==> config.mk <==
export PLATFORM = sky130hd
export DESIGN_NAME = ballot_sequencer_flat
export DESIGN_NICKNAME = d
export VERILOG_FILES = /design/src/rtl/ballot_sequencer_if.sv /design/src/rtl/ballot_sequencer.sv /design/src/flat_wrapper.sv
export SDC_FILE = /design/constraint.sdc
export NUM_CORES = 1
export LEC_CHECK = 0
export BUFFER_PORTS_ARGS = -buffer_cell sky130_fd_sc_hd__buf_2
export CAP_MARGIN = 25
export CORE_AREA = 2 2 90 92
export DETAILED_ROUTE_END_ITERATION = 12
export DIE_AREA = 0 0 92 94
export GPL_TIMING_DRIVEN = 0
export HOLD_SLACK_MARGIN = 0.12
export PLACE_DENSITY = 0.86
export SYNTH_ARGS = -nofsm -noshare
export SYNTH_HDL_FRONTEND = slang
export SYNTH_SLANG_ARGS = --single-unit
==> constraint.sdc <==
create_clock -name clock -period 3.5 [get_ports clock]
set_input_delay 0.175 -clock clock [delete_from_list [all_inputs] [get_ports clock]]
set_output_delay 0.175 -clock clock [all_outputs]
set_load 0.02 [all_outputs]
==> src/rtl/ballot_sequencer_if.sv <==
`default_nettype none
// ============================================================================
// Module   : ballot_sequencer_if
// Brief    : Booth-side signal bundle between voter controls and the sequencer.
// Revision : 1.0 - initial release
// ============================================================================
interface ballot_sequencer_if #(
    parameter int NUM_CAND = 4,
    parameter int IDX_W    = 2,
    parameter int CNT_W    = 16
);
    logic                valid_vote;
    logic [NUM_CAND-1:0] cand_btn;
    logic                mode;
    logic                vote_pulse;
    logic [IDX_W-1:0]    vote_idx;
    logic                green_led;
    logic                red_led;
    logic                timeout_pulse;
    logic [CNT_W-1:0]    total_votes;

    modport master (
        output valid_vote, cand_btn, mode,
        input  vote_pulse, vote_idx, green_led, red_led, timeout_pulse, total_votes
    );

    modport slave (
        input  valid_vote, cand_btn, mode,
        output vote_pulse, vote_idx, green_led, red_led, timeout_pulse, total_votes
    );
endinterface
`default_nettype wire

==> src/rtl/ballot_sequencer.sv <==
`default_nettype none
// ============================================================================
// Module   : ballot_sequencer
// Brief    : Per-booth voting-cycle controller: arm, debounce, cast, lock out.
// Revision : 1.0 - initial release
// ============================================================================
module ballot_sequencer #(
    parameter int NUM_CAND    = 4,
    parameter int IDX_W       = 2,
    parameter int DEBOUNCE    = 50000,
    parameter int TIMEOUT     = 100000000,
    parameter int LOCK_CYCLES = 50000,
    parameter int CNT_W       = 16
) (
    input  logic              clock,
    input  logic              reset,
    ballot_sequencer_if.slave bus
);
    localparam int c_TMR_W = $clog2(TIMEOUT);
    localparam int c_DB_W  = $clog2(DEBOUNCE);
    localparam int c_LK_W  = (LOCK_CYCLES > 1) ? $clog2(LOCK_CYCLES) : 1;
    localparam logic [NUM_CAND-1:0] c_ONE = NUM_CAND'(1);

    typedef enum logic [2:0] {
        S_IDLE     = 3'd0,
        S_ARMED    = 3'd1,
        S_DEBOUNCE = 3'd2,
        S_CAST     = 3'd3,
        S_HOLD     = 3'd4,
        S_RELEASE  = 3'd5
    } state_t;

    state_t              r_state;
    logic [c_TMR_W-1:0]  r_tmr;
    logic [c_DB_W-1:0]   r_db;
    logic [c_LK_W-1:0]   r_lock;
    logic [NUM_CAND-1:0] r_pend_oh;
    logic [IDX_W-1:0]    r_pend_idx;
    logic [IDX_W-1:0]    r_vote_idx;
    logic [CNT_W-1:0]    r_total;
    logic                r_timeout_pulse;

    logic                w_onehot;
    logic                w_tmo;
    logic [IDX_W-1:0]    w_btn_idx;

    assign w_onehot = (bus.cand_btn != '0) &&
                      ((bus.cand_btn & (bus.cand_btn - c_ONE)) == '0);
    assign w_tmo    = (r_tmr == c_TMR_W'(TIMEOUT - 1));

    // Only meaningful when the buttons are one-hot.
    always_comb begin
        w_btn_idx = '0;
        for (int i = 0; i < NUM_CAND; i++) begin
            if (bus.cand_btn[i]) w_btn_idx = IDX_W'(i);
        end
    end

    always_ff @(posedge clock) begin
        if (reset) begin
            r_state         <= S_IDLE;
            r_tmr           <= '0;
            r_db            <= '0;
            r_lock          <= '0;
            r_pend_oh       <= '0;
            r_pend_idx      <= '0;
            r_vote_idx      <= '0;
            r_total         <= '0;
            r_timeout_pulse <= 1'b0;
        end else begin
            r_timeout_pulse <= 1'b0;
            case (r_state)
                S_IDLE: begin
                    if (bus.valid_vote && !bus.mode) begin
                        r_state <= S_ARMED;
                        r_tmr   <= '0;
                    end
                end
                S_ARMED, S_DEBOUNCE: begin
                    r_tmr <= r_tmr + 1'b1;
                    // Admin mode aborts silently; timeout beats a same-edge cast.
                    if (bus.mode) begin
                        r_state <= S_IDLE;
                    end else if (w_tmo) begin
                        r_state         <= S_IDLE;
                        r_timeout_pulse <= 1'b1;
                    end else if (r_state == S_ARMED) begin
                        if (w_onehot) begin
                            r_pend_oh  <= bus.cand_btn;
                            r_pend_idx <= w_btn_idx;
                            r_db       <= '0;
                            r_state    <= S_DEBOUNCE;
                        end
                    end else if (bus.cand_btn != r_pend_oh) begin
                        r_state <= S_ARMED;
                    end else if (r_db == c_DB_W'(DEBOUNCE - 1)) begin
                        r_state    <= S_CAST;
                        r_vote_idx <= r_pend_idx;
                        if (r_total != '1) r_total <= r_total + 1'b1;
                    end else begin
                        r_db <= r_db + 1'b1;
                    end
                end
                S_CAST: begin
                    r_state <= S_HOLD;
                    r_lock  <= '0;
                end
                S_HOLD: begin
                    if (r_lock == c_LK_W'(LOCK_CYCLES - 1)) r_state <= S_RELEASE;
                    else                                    r_lock  <= r_lock + 1'b1;
                end
                S_RELEASE: begin
                    if (bus.cand_btn == '0) r_state <= S_IDLE;
                end
                default: r_state <= S_IDLE;
            endcase
        end
    end

    assign bus.vote_pulse    = (r_state == S_CAST);
    assign bus.green_led     = (r_state == S_ARMED) || (r_state == S_DEBOUNCE);
    assign bus.red_led       = (r_state != S_IDLE);
    assign bus.timeout_pulse = r_timeout_pulse;
    assign bus.vote_idx      = r_vote_idx;
    assign bus.total_votes   = r_total;
endmodule
`default_nettype wire
==> src/flat_wrapper.sv <==
// flat-port wrapper written by rule: the top's interface ports become plain ports
module ballot_sequencer_flat 
#(
    parameter int NUM_CAND    = 4,
    parameter int IDX_W       = 2,
    parameter int DEBOUNCE    = 50000,
    parameter int TIMEOUT     = 100000000,
    parameter int LOCK_CYCLES = 50000,
    parameter int CNT_W       = 16
)
  (clock, reset, bus_valid_vote, bus_cand_btn, bus_mode, bus_vote_pulse, bus_vote_idx, bus_green_led, bus_red_led, bus_timeout_pulse, bus_total_votes);
  ballot_sequencer_if #(.NUM_CAND(NUM_CAND), .IDX_W(IDX_W), .CNT_W(CNT_W)) bus_i ();
  input  logic clock;
  input  logic reset;
  input wire logic [$bits(bus_i.valid_vote)-1:0] bus_valid_vote;
  input wire logic [$bits(bus_i.cand_btn)-1:0] bus_cand_btn;
  input wire logic [$bits(bus_i.mode)-1:0] bus_mode;
  output wire logic [$bits(bus_i.vote_pulse)-1:0] bus_vote_pulse;
  output wire logic [$bits(bus_i.vote_idx)-1:0] bus_vote_idx;
  output wire logic [$bits(bus_i.green_led)-1:0] bus_green_led;
  output wire logic [$bits(bus_i.red_led)-1:0] bus_red_led;
  output wire logic [$bits(bus_i.timeout_pulse)-1:0] bus_timeout_pulse;
  output wire logic [$bits(bus_i.total_votes)-1:0] bus_total_votes;
  assign bus_i.valid_vote = bus_valid_vote;
  assign bus_i.cand_btn = bus_cand_btn;
  assign bus_i.mode = bus_mode;
  assign bus_vote_pulse = bus_i.vote_pulse;
  assign bus_vote_idx = bus_i.vote_idx;
  assign bus_green_led = bus_i.green_led;
  assign bus_red_led = bus_i.red_led;
  assign bus_timeout_pulse = bus_i.timeout_pulse;
  assign bus_total_votes = bus_i.total_votes;
  ballot_sequencer #(.NUM_CAND(NUM_CAND), .IDX_W(IDX_W), .DEBOUNCE(DEBOUNCE), .TIMEOUT(TIMEOUT), .LOCK_CYCLES(LOCK_CYCLES), .CNT_W(CNT_W)) u_core (.clock(clock), .reset(reset), .bus(bus_i));
endmodule
==> summary.txt, run 1 <==
CTS
  – Depth of the CTS H-tree: 3
  – CTS root buf: clkbuf_8
  – Quantity of gates resized following cts: 0
  – Clk_lat worst skew: 360 ps
  – CTS tree: built
  – Clk sinks: 87
  – Hold-fix buffers, CTS: 0
  – Setup Fix Bufs, Post-CTS: 0
  – Num CTS Buffers: 9
  – Longest Clk Path Bufs: 2
  – Post-CTS clock slew at the launch and capture registers of the worst setup and hold paths: 90 ps

Worst hold path
  – Capture endpoint of the worst hold path: u_core.r_pend_oh[0]
  – Number of cells on the worst hold path: 3
  – Worst hold path type: input port to register
  – Startpoint of the lowest-slack hold path: bus_cand_btn[0]

Setup path
  – Worst setup path startpoint: u_core.r_tmr[0]
  – Cell-by-cell trace of the critical path: ha_1 > nand3_1 > nor3_2 > or4b_1 > clkbuf_1 > nor3_1 > mux2_2 > nor2_1
  – Endpoint required time on the critical path: 3790 ps
  – Worst path arrival time: 2860 ps
  – Capturing element type of the critical path: register
  – Worst Setup Path Type: register to register
  – Reg2Reg Setup Slack: 930 ps
  – Critical register-to-register path startpoint: u_core.r_tmr[0]
  – Stage delay of the slowest cell on the critical path: around 480 ps
  – FF-to-FF End: u_core.r_tmr[18]
  – Slowest CP cell: or4b_1
  – Cell type group with the largest total delay on the critical path: simple AND/OR/NAND/NOR gates
  – Combined buffer and inverter count along the critical path: 1
  – Worst Setup Start Kind: register
  – Depth of the worst register-to-register path: 8
  – Largest driver fanout on the critical path: 7

Yosys
  – Share of synthesized flip-flops with an asynchronous set or reset: 0%
  – Part of the Yosys area used for sequential elements: 39.2%
  – Mean post-synth cell area: 8.26 um2
  – Post-synth cell types: 55
  – Yosys warnings: 0
  – Flip-flop and latch count after synthesis: between 80 and 90
  – Top flip-flop cell by instance count after synthesis: dfxtp_1
  – Syn_nets: 550
  – Count of mapped cells out of synthesis: 538
  – Number of synthesized flops with an enable pin: 0
  – Area of the mapped netlist: 0.00444 mm2

Routing
  – Total vias in the final route: 4,263
  – Post-detailed-route via-to-cell ratio: around 6.3
  – Drt pass-1 iters: 6
  – DR WL/cell: 15.6 um
  – Antenna-violating nets left: 0
  – Total detailed-routing wirelength: 10.6 mm
  – Detailed router's first-iteration violation count: 318
  – Residual DRC: 0

STA
  – Top achievable clock speed: 0.389 GHz
  – Number of pins exceeding their max-slew limit in the final report: 0
  – Slew at the pin closest to its max-slew limit: 840 ps
  – Part of the cycle the worst path needs: 73.5%
  – Final WS setup: 929 ps
  – Unrepaired setup endpoints after global routing: false
  – Count of endpoints failing setup in the final report: 0
  – Final period demand of the worst path: about 2600 ps
  – Total Neg Setup Slack: 0 ps
  – Post-route clock skew: 10.7 ps
  – Worst slew margin: 43.7%
  – Number of hold violations in the final report: 0

Pwr
  – Worst VDD drop: around 0.24 mV
  – Leakage power of the design: 1.66 nW
  – Pwr/cell area: 413 mW/mm2

Place
  – Port Buffer Count: 26
  – Pre-CTS worst setup slack: 982 ps
  – Final estimated routing congestion in global placement: slightly below 0.9
  – Count of placed standard cells including taps: about 670
  – Placed wire-length estimate: 7.26 mm

Die
  – Width of the die: 92 um
  – Total I/O pin count: 30
  – Number of cell rows: 32
  – Die area: 0.00865 mm2
  – Overall die height: 94 um
  – Area of the core: between 0.007 and 0.008 mm2
  – Starting Density: 58.4%

Cells and area
  – Count of inserted antenna diode cells: 0
  – Number of cells in the finished layout apart from fillers: between 600 and 700
  – Utilization after layout: 64.3%
  – Number of nets in the finished design: 587
  – Layout overhead on the synthesized area: 10.1%
  – Fillers: 636
  – Layout cells sized above 1: 11.6%

Global route
  – Number of antenna violations at the first check in global routing: 0
  – Vias in the first global route: 3,847
  – GRT Util Overall: 25.0%
  – First-pass GRT wire length: 17.7 mm
  – GRT Residual Overflow: 0
  – Maximum number of pins on one net before global-route repair: 17

Job
  – Max Cap Viol: 0

Run status
  – Result of the run: complete, no violations
==> Yosys cell counts, drive strengths merged, types with 5 or more instances <==
| master | number | area [um2] |
|---|---|---|
| mux2i | 8 | 80.1 |
| nand4 | 21 | 153 |
| a21oi | 52 | 260 |
| mux2 | 5 | 56.3 |
| nor3 | 13 | 70.1 |
| or3 | 29 | 181 |
| and3 | 14 | 87.6 |
| o211ai | 12 | 90.1 |
| nand3 | 43 | 220 |
| nand2 | 37 | 139 |
| or4 | 12 | 90.1 |
| nor4 | 10 | 83.8 |
| buf | 8 | 57.6 |
| inv | 10 | 37.5 |
| nor4b | 8 | 70.1 |
| o31ai | 10 | 75.1 |
| clkbuf | 19 | 72.6 |
| xnor2 | 18 | 158 |
| dfxtp | 87 | 1740 |
| nor2 | 49 | 184 |
| o21ai | 21 | 105 |
| a31oi | 5 | 31.3 |
| and2 | 6 | 37.5 |
==> per-layer routing <==
metal | global-route usage, % | vias to the layer above | share of wire (%)
li1 | - | 2097 | -
met1 | 33.1 | 1980 | 44
met2 | 41.2 | 165 | 47
met3 | 3.37 | 21 | 6.3
met4 | 10.8 | 0 | 2.2
met5 | 0 | - | 0
==> layout by cell type (no fill, tap or decap), types with 14 or more instances in the layout <==
cell type / synthesis / routed
dfxtp_1: 87 / 87
a21oi_1: 52 / 52
nor2_1: 49 / 49
nand3_1: 42 / 42
nand2_1: 37 / 37
buf_2: 4 / 30
or3_1: 29 / 29
o21ai_0: 21 / 21
nand4_1: 19 / 19
clkbuf_1: 18 / 18
xnor2_1: 18 / 18
and3_1: 14 / 14
==> worst reg2reg max path, cell delays in order, from the launching register on <==
cell and delay [ps]:
dfxtp_1 400, ha_1 210, nand3_1 230, nor3_2 390
or4b_1 480, clkbuf_1 180, nor3_1 180, mux2_2 350
nor2_1 90
==> worst max path at each step <==
stage	slack (ps)	end	depth (start not counted)
finish	930	u_core.r_tmr[18]	8
global route	690	u_core.r_lock[7]	8
CTS	960	u_core.r_lock[0]	8
detailed placement	980	u_core.r_tmr[18]	8
global placement	1040	u_core.r_tmr[18]	8
floorplan	1310	u_core.r_db[8]	7
==> flip-flops by register name (all words and copies together) (netlist names) <==
signal / flops
u_core.bus.timeout_pulse: 1
u_core.bus.total_votes: 16
u_core.bus.vote_idx: 2
u_core.r_db: 16
u_core.r_lock: 16
u_core.r_pend_idx: 2
u_core.r_pend_oh: 4
u_core.r_state: 3
u_core.r_tmr: 27
==> report_power, final <==
group	leakage (nW)	internal (W)	switching [W]
sequential	0.701	0.00101	0.0000149
combinational	0.861	0.0000955	0.000231
clock	0.0950	0.000288	0.000385
==> per-stage QoR <==
stage          hold slack, ps  power [W]  instance area (um2)
4_1_cts                   166    0.00202                 4890
6_report                  156    0.00202                 4890
2_1_floorplan             319    0.00128                 4440
3_3_place_gp              478    0.00135                 4700
5_1_grt                   196    0.00209                 4890
3_5_place_dp              487    0.00136                 4700
==> layout make-up <==
class	instances	area [um2]	area share, %
multi-input cells	414	2530	51.8
repair buffers	26	130	2.66
clock inverters	6	53.8	1.10
flip-flops and latches	87	1740	35.6
plain buffers	27	130	2.66
well taps	102	128	2.61
inverters	10	37.5	0.767
clock buffers	10	138	2.81
==> logic make-up after synthesis <==
logic type      after synthesis  synth area share [%]
fa+ha+maj                     4                  1.13
compound gates              114                  15.3
xor+xnor                     21                  4.14
mux                          13                  3.07
buf+inv                      37                  3.77
flops                        87                  39.2
simple gates                262                  33.4
Note: power is estimated with default switching activity, not from simulation.
==> run 2: changes to the inputs <==
clock period = 2.4 ns   (was 3.5 ns; I/O delays follow)
==> run 2 against run 1 <==
Against the previous run: critical path depth decreased by 2; combinational power increased by 70%; critical endpoint is now u_core.bus.total_votes[15]; critical path type unchanged; global-route usage increased by 0.64 points; count of clock-buffer cells in the layout unchanged; non-clock buffer count increased by 9; largest cell class unchanged; first-iteration DRC count increased by 21%; register-to-register slack got worse by 920 ps.
==> summary.txt, run 2 (synthesis results as in run 1) <==
Cells and area
  – Fillers: 604 (-5.0%)
  – Layout overhead on the synthesized area: 15.4%
  – Register containing the most flip-flops in the final layout: u_core.r_tmr
  – Footprint of the flip-flops and latches: 0.00174 mm2 (+0.14%)
  – Number of nets in the finished design: 597 (+1.7%)
  – Leading cell types in the layout, fill and taps excluded: dfxtp_1, a21oi_1, nor2_1
  – Layout cells sized above 1: 16.3% (+4.7 points)
  – Number of flip-flops under the largest register name: 27 (unchanged)
  – Count of inserted antenna diode cells: 0 (unchanged)
  – Most common cell after layout, fill and taps aside: dfxtp_1
  – Utilization after layout: 67.4% (+3.1 points)
  – Final instance area: 0.00513 mm2 (+4.8%)
  – Number of cells in the finished layout apart from fillers: 692 (+1.5%)
  – Multi-input gate area: 0.00268 mm2 (+5.6%)

STA
  – Post-route clock skew: 10.5 ps (-0.193 ps)
  – Unrepaired setup endpoints after global routing: true
  – Number of pins exceeding their max-slew limit in the final report: 0 (unchanged)
  – Part of the cycle the worst path needs: 99.6% (+26 points)
  – Slew at the pin closest to its max-slew limit: 682 ps (-158 ps)
  – Number of hold violations in the final report: 0 (unchanged)
  – Top achievable clock speed: 0.418 GHz (+7.5%)
  – Final period demand of the worst path: 2390 ps (-180 ps)
  – Min Hold Slack: 148 ps (-8.13 ps)
  – Worst slew margin: 54.5% (+11 points)
  – Count of endpoints failing setup in the final report: 0 (unchanged)

CTS
  – Clk sinks: 87 (unchanged)
  – Post-CTS clock slew at the launch and capture registers of the worst setup and hold paths: 100 ps (about the same)
  – CTS tree: built
  – CTS root buf: clkbuf_8
  – Longest Clk Path Bufs: 2 (unchanged)
  – Depth of the CTS H-tree: 3 (unchanged)
  – Clk_lat worst skew: 370 ps (about the same)
  – Num CTS Buffers: 9 (unchanged)

Pwr
  – Design internal power: 0.00206 W (+48%)
  – Leakage power of the design: 1.75 nW (+5.4%)
  – Pwr/cell area: 592 mW/mm2 (+43%)
  – Design Power: 0.00304 W (+50%)
  – Worst VDD drop: 0.339 mV (+41%)
  – Flop pwr share: 49.1% (-1.4 points)
  – Switching share of power: 32.2% (+0.96 points)
  – Combinational Power Share: 18.2% (+2.1 points)
  – Clock share of power: 32.6% (-0.7 points)
  – Net switching power: 0.000977 W (+55%)

Place
  – Count of placed standard cells including taps: 666 (unchanged)
  – Port Buffer Count: 26 (unchanged)
  – Final estimated routing congestion in global placement: 0.884 (unchanged)
  – Placed wire-length estimate: 7.26 mm (unchanged)
  – Placed cell areas: 0.00470 mm2 (unchanged)

Routing
  – Detailed router's first-iteration violation count: 384 (+21%)
  – Drt pass-1 iters: 8 (+2)
  – Post-detailed-route via-to-cell ratio: 6.36 (+1.8%)
  – DR WL/cell: 16.7 um (+7.3%)
  – Antenna-violating nets left: 0 (unchanged)
  – Total vias in the final route: 4,404 (+3.3%)
  – Total detailed-routing wirelength: 11.6 mm (+8.8%)
  – Residual DRC: 0 (unchanged)

Global route
  – Vias in the first global route: 3,949 (+2.7%)
  – Maximum number of pins on one net before global-route repair: 17 (unchanged)
  – Met2 GRT Util: 42.6% (+1.5 points)
  – GRT Util Overall: 25.7% (+0.64 points)
  – M1 GR Usage: 33.6% (+0.47 points)
  – M3 GR Usage: 3.53% (+0.16 points)
  – Global route hottest layer: met2
  – GRT Residual Overflow: 0 (unchanged)
  – Number of antenna violations at the first check in global routing: 0 (unchanged)
  – First-pass GRT wire length: 18.1 mm (+2.5%)

Setup path
  – Largest driver fanout on the critical path: 6 (-1)
  – Endpoint required time on the critical path: 2690 ps (-1100 ps)
  – Worst Setup Path Type: register to register
  – Worst path arrival time: 2680 ps (-180 ps)
  – Worst Setup Start Kind: register
  – Capturing element type of the critical path: register

Die
  – Total I/O pin count: 30 (unchanged)
  – Number of cell rows: 32 (unchanged)
  – Starting Density: 58.4% (unchanged)
  – Overall die height: 94 um (unchanged)
  – Die area: 0.00865 mm2 (unchanged)
  – Area of the core: 0.00761 mm2 (unchanged)
  – Width of the die: 92 um (unchanged)

Job
  – Max Cap Viol: 0 (unchanged)

Worst hold path
  – Worst hold path type: input port to register

Run status
  – Result of the run: complete, no violations
run 2: cell type report:
cell class	count	area share, %
Multi-Input combinational cell	415	52.2
Sequential cell	87	34.0
Timing Repair Buffer	36	4.05
Clock buffer	10	2.68
Buffer	26	2.68
Tap cell	102	2.49
Clock inverter	6	1.05
Inverter	10	0.805
run 2: stage by stage:
stage               worst slack (ps)  TNS [ps]
detailed placement              -118     -1480
global placement               -61.0      -413
CTS                             5.01         0
floorplan                        207         0
finish                          9.17         0
global route                    -102      -374
run 2: metal layers:
| metal | part of all wire [%] | up-vias |
|---|---|---|
| li1 | - | 2110 |
| met2 | 48 | 200 |
| met3 | 6.3 | 37 |
| met1 | 43 | 2057 |
| met4 | 3.1 | 0 |
| met5 | 0 | - |
run 2: path summary, 6_finish.rpt:
check                                     start                          to  slack (ps)  depth (start not counted)
worst max register to register   u_core.r_db[5]  u_core.bus.total_votes[15]           9                          6
worst max-delay path             u_core.r_db[5]  u_core.bus.total_votes[15]           9                          6
worst min-delay path            bus_cand_btn[3]         u_core.r_pend_oh[3]         150                          3
worst min register to register   u_core.r_db[1]              u_core.r_db[1]         510                          2
run 2: worst max-delay path: stages, from the launching register on:
cell and delay (ps):
dfxtp_1 370, or4b_4 580, nor4_4 280, buf_4 190, nand4_4 130, or4_1 560, a21oi_1 210
run 2: power groups by stage:
stage	sequential (W)	combinational [W]	clock, W
6_report	0.00149	0.000553	0.000992
5_1_grt	0.00150	0.000593	0.00105
4_1_cts	0.00149	0.000474	0.000989
3_5_place_dp	0.00152	0.000459	0
3_3_place_gp	0.00152	0.000446	0
2_1_floorplan	0.00152	0.000348	0
run 2: repair_timing:
item	in CTS	in global routing
endpoints found under the hold margin	1	0
setup endpoints to repair	32	48
resized for setup	4	29
hold buffers	1	0
cloned	0	1
setup buffers	4	5
pin swaps	3	8
==> run 3: changes to the inputs <==
GPL_TIMING_DRIVEN = not set   (was 0)
==> run 3 against run 2 <==
Against the previous run: core utilization decreased by 0.54 points; fmax is 3.2% higher; critical path type unchanged; total power grew 4.0%; largest power group unchanged; cell area shrank 0.81%; via count decreased by 1.3%; sequential power about the same.
==> summary.txt, run 3 (synthesis results as in run 1) <==
STA
  – Number of hold violations in the final report: 0 (unchanged)
  – Top achievable clock speed: 0.432 GHz (+3.2%)
  – Number of pins exceeding their max-slew limit in the final report: 0 (unchanged)
  – Part of the cycle the worst path needs: 96.5% (-3.1 points)
  – Worst slew margin: 51.5% (-3.0 points)
  – Final WS setup: 84.4 ps (+75.2 ps)
  – Post-route clock skew: 16.5 ps (+5.91 ps)
  – Slew at the pin closest to its max-slew limit: 728 ps (+45.6 ps)
  – Count of endpoints failing setup in the final report: 0 (unchanged)
  – Final period demand of the worst path: 2320 ps (-75.2 ps)

Cells and area
  – Most common cell after layout, fill and taps aside: dfxtp_1
  – Footprint of the flip-flops and latches: 0.00174 mm2 (unchanged)
  – Layout cells sized above 1: 15.7% (-0.57 points)
  – Register containing the most flip-flops in the final layout: u_core.r_tmr
  – Fillers: 610 (+0.99%)
  – Leading cell types in the layout, fill and taps excluded: dfxtp_1, a21oi_1, nor2_1
  – Number of nets in the finished design: 593 (-0.67%)
  – Count of inserted antenna diode cells: 0 (unchanged)
  – Layout overhead on the synthesized area: 14.4%
  – Final instance area: 0.00509 mm2 (-0.81%)
  – Number of flip-flops under the largest register name: 27 (unchanged)
  – Multi-input gate area: 0.00255 mm2 (-4.7%)

Die
  – Die area: 0.00865 mm2 (unchanged)
  – Width of the die: 92 um (unchanged)
  – Total I/O pin count: 30 (unchanged)
  – Number of cell rows: 32 (unchanged)
  – Area of the core: 0.00761 mm2 (unchanged)
  – Starting Density: 58.4% (unchanged)
  – Overall die height: 94 um (unchanged)

CTS
  – CTS root buf: clkbuf_8
  – Longest Clk Path Bufs: 2 (unchanged)
  – Clk_lat worst skew: 370 ps (about the same)
  – Depth of the CTS H-tree: 3 (unchanged)
  – CTS tree: built
  – Post-CTS clock slew at the launch and capture registers of the worst setup and hold paths: 90 ps (about the same)
  – Clk sinks: 87 (unchanged)
  – Num CTS Buffers: 9 (unchanged)

Place
  – Final estimated routing congestion in global placement: 0.847 (-4.2%)
  – Port Buffer Count: 29 (+12%)
  – Placed wire-length estimate: 7.10 mm (-2.1%)
  – Placed cell areas: 0.00473 mm2 (+0.69%)
  – Pre-CTS worst setup slack: 28.6 ps (+147 ps)

Routing
  – Drt pass-1 iters: 6 (-2)
  – Post-detailed-route via-to-cell ratio: 6.32 (-0.74%)
  – Detailed router's first-iteration violation count: 244 (-36%)
  – Antenna-violating nets left: 0 (unchanged)
  – DR WL/cell: 15.3 um (-8.7%)
  – Total detailed-routing wirelength: 10.5 mm (-9.3%)
  – Total vias in the final route: 4,346 (-1.3%)
  – Residual DRC: 0 (unchanged)

Setup path
  – Worst Setup Start Kind: register
  – Endpoint required time on the critical path: 2700 ps (about the same)
  – Worst setup path startpoint: u_core.r_db[11]
  – Reg2Reg Setup Slack: 80 ps (+80 ps)
  – Path length in cells of the critical path: 6 (unchanged)
  – Depth of the worst register-to-register path: 6 (unchanged)
  – Termination of the worst setup path: u_core.bus.total_votes[15]
  – Slowest CP cell: or4b_1
  – Worst Setup Path Type: register to register
  – Combined buffer and inverter count along the critical path: 1 (unchanged)
  – FF-to-FF End: u_core.bus.total_votes[15]
  – Cell type group with the largest total delay on the critical path: simple AND/OR/NAND/NOR gates
  – Worst path arrival time: 2610 ps (-70 ps)
  – Capturing element type of the critical path: register
  – Largest driver fanout on the critical path: 6 (unchanged)
  – Cell-by-cell trace of the critical path: or4b_1 > nor4_4 > nand4_4 > buf_4 > or4_1 > a21oi_1
  – Stage delay of the slowest cell on the critical path: 600 ps (+20 ps)
  – Critical register-to-register path startpoint: u_core.r_db[11]

Global route
  – Vias in the first global route: 3,891 (-1.5%)
  – GRT Residual Overflow: 0 (unchanged)
  – Number of antenna violations at the first check in global routing: 0 (unchanged)
  – First-pass GRT wire length: 17.0 mm (-5.9%)
  – Maximum number of pins on one net before global-route repair: 41 (+24)
  – GRT Util Overall: 24.1% (-1.6 points)

Worst hold path
  – Worst hold path type: input port to register
  – Number of cells on the worst hold path: 3 (unchanged)
  – Startpoint of the lowest-slack hold path: bus_mode

Job
  – Max Cap Viol: 0 (unchanged)

Pwr
  – Leakage power of the design: 1.77 nW (+1.5%)
  – Worst VDD drop: 0.375 mV (+11%)
  – Pwr/cell area: 621 mW/mm2 (+4.9%)

Run status
  – Result of the run: complete, no violations
## run 3: cell count changes in the layout (fill, tap and decap cells not counted), moves of 3 or more
cell / change
buf_4: +15
clkinv_4: -3
clkbuf_1: -14
nor4b_2: -3
buf_6: -3
dlygate4sd3_1: +3
nor4b_1: +3
## run 3: area by class of cell
cell class	instances	share of cell area, %
clock inverter	4	1.50
timing repair buffer	59	7.72
sequential	87	34.3
tap	102	2.51
multi-input combinational	414	50.2
clock buffer	12	3.05
inverter	10	0.738
## run 3: layer usage
| layer | routed length [um] | track usage, % | vias to the layer above |
|---|---|---|---|
| li1 | - | - | 2099 |
| met1 | 4580 | 30.6 | 2074 |
| met2 | 5080 | 40.1 | 146 |
| met3 | 597 | 4.01 | 27 |
| met4 | 240 | 11.2 | 0 |
| met5 | 0 | 0 | - |
## run 3: worst min-delay path, cell delays in order
cell and delay (ps):
buf_2 120, nor2_2 70, and3_1 180
## run 3: how the worst min path moves through the flow
stage / to / slack (ps)
3_3_place_gp: u_core.r_pend_oh[0] / 430
6_report: u_core.bus.timeout_pulse / 180
4_1_cts: u_core.bus.timeout_pulse / 170
3_5_place_dp: u_core.r_pend_oh[0] / 440
2_1_floorplan: u_core.r_pend_oh[0] / 260
5_1_grt: u_core.bus.timeout_pulse / 180
## run 3: report_power, final
group	internal, W	switching (W)	total [W]	leakage (nW)
Clock	0.000648	0.000537	0.00118	0.113
Sequential	0.00147	0.0000318	0.00150	0.702
Combinational	0.000159	0.000314	0.000473	0.958
Total	0.00228	0.000883	0.00316	1.77
## run 3: repair_timing
item / 4_1_cts / 5_1_grt
hold endpoints to repair: 4 / 0
hold buffers: 4 / 0
setup endpoints to repair: 1 / 22
resized for setup: 0 / 7
pin swaps: 1 / 3
buffers inserted: 5 / 3
## run 3: stage by stage
stage | TNS (ps) | hold slack (ps) | power [W] | std cells | util, %
2_1_floorplan | 0 | 264 | 0.00187 | 538 | -
3_3_place_gp | 0 | 428 | 0.00196 | 660 | 62.2
3_5_place_dp | 0 | 439 | 0.00198 | 660 | 62.2
4_1_cts | 0 | 169 | 0.00314 | 685 | 66.3
5_1_grt | -15.1 | 180 | 0.00327 | 688 | 66.9
6_report | 0 | 175 | 0.00316 | 688 | 66.9
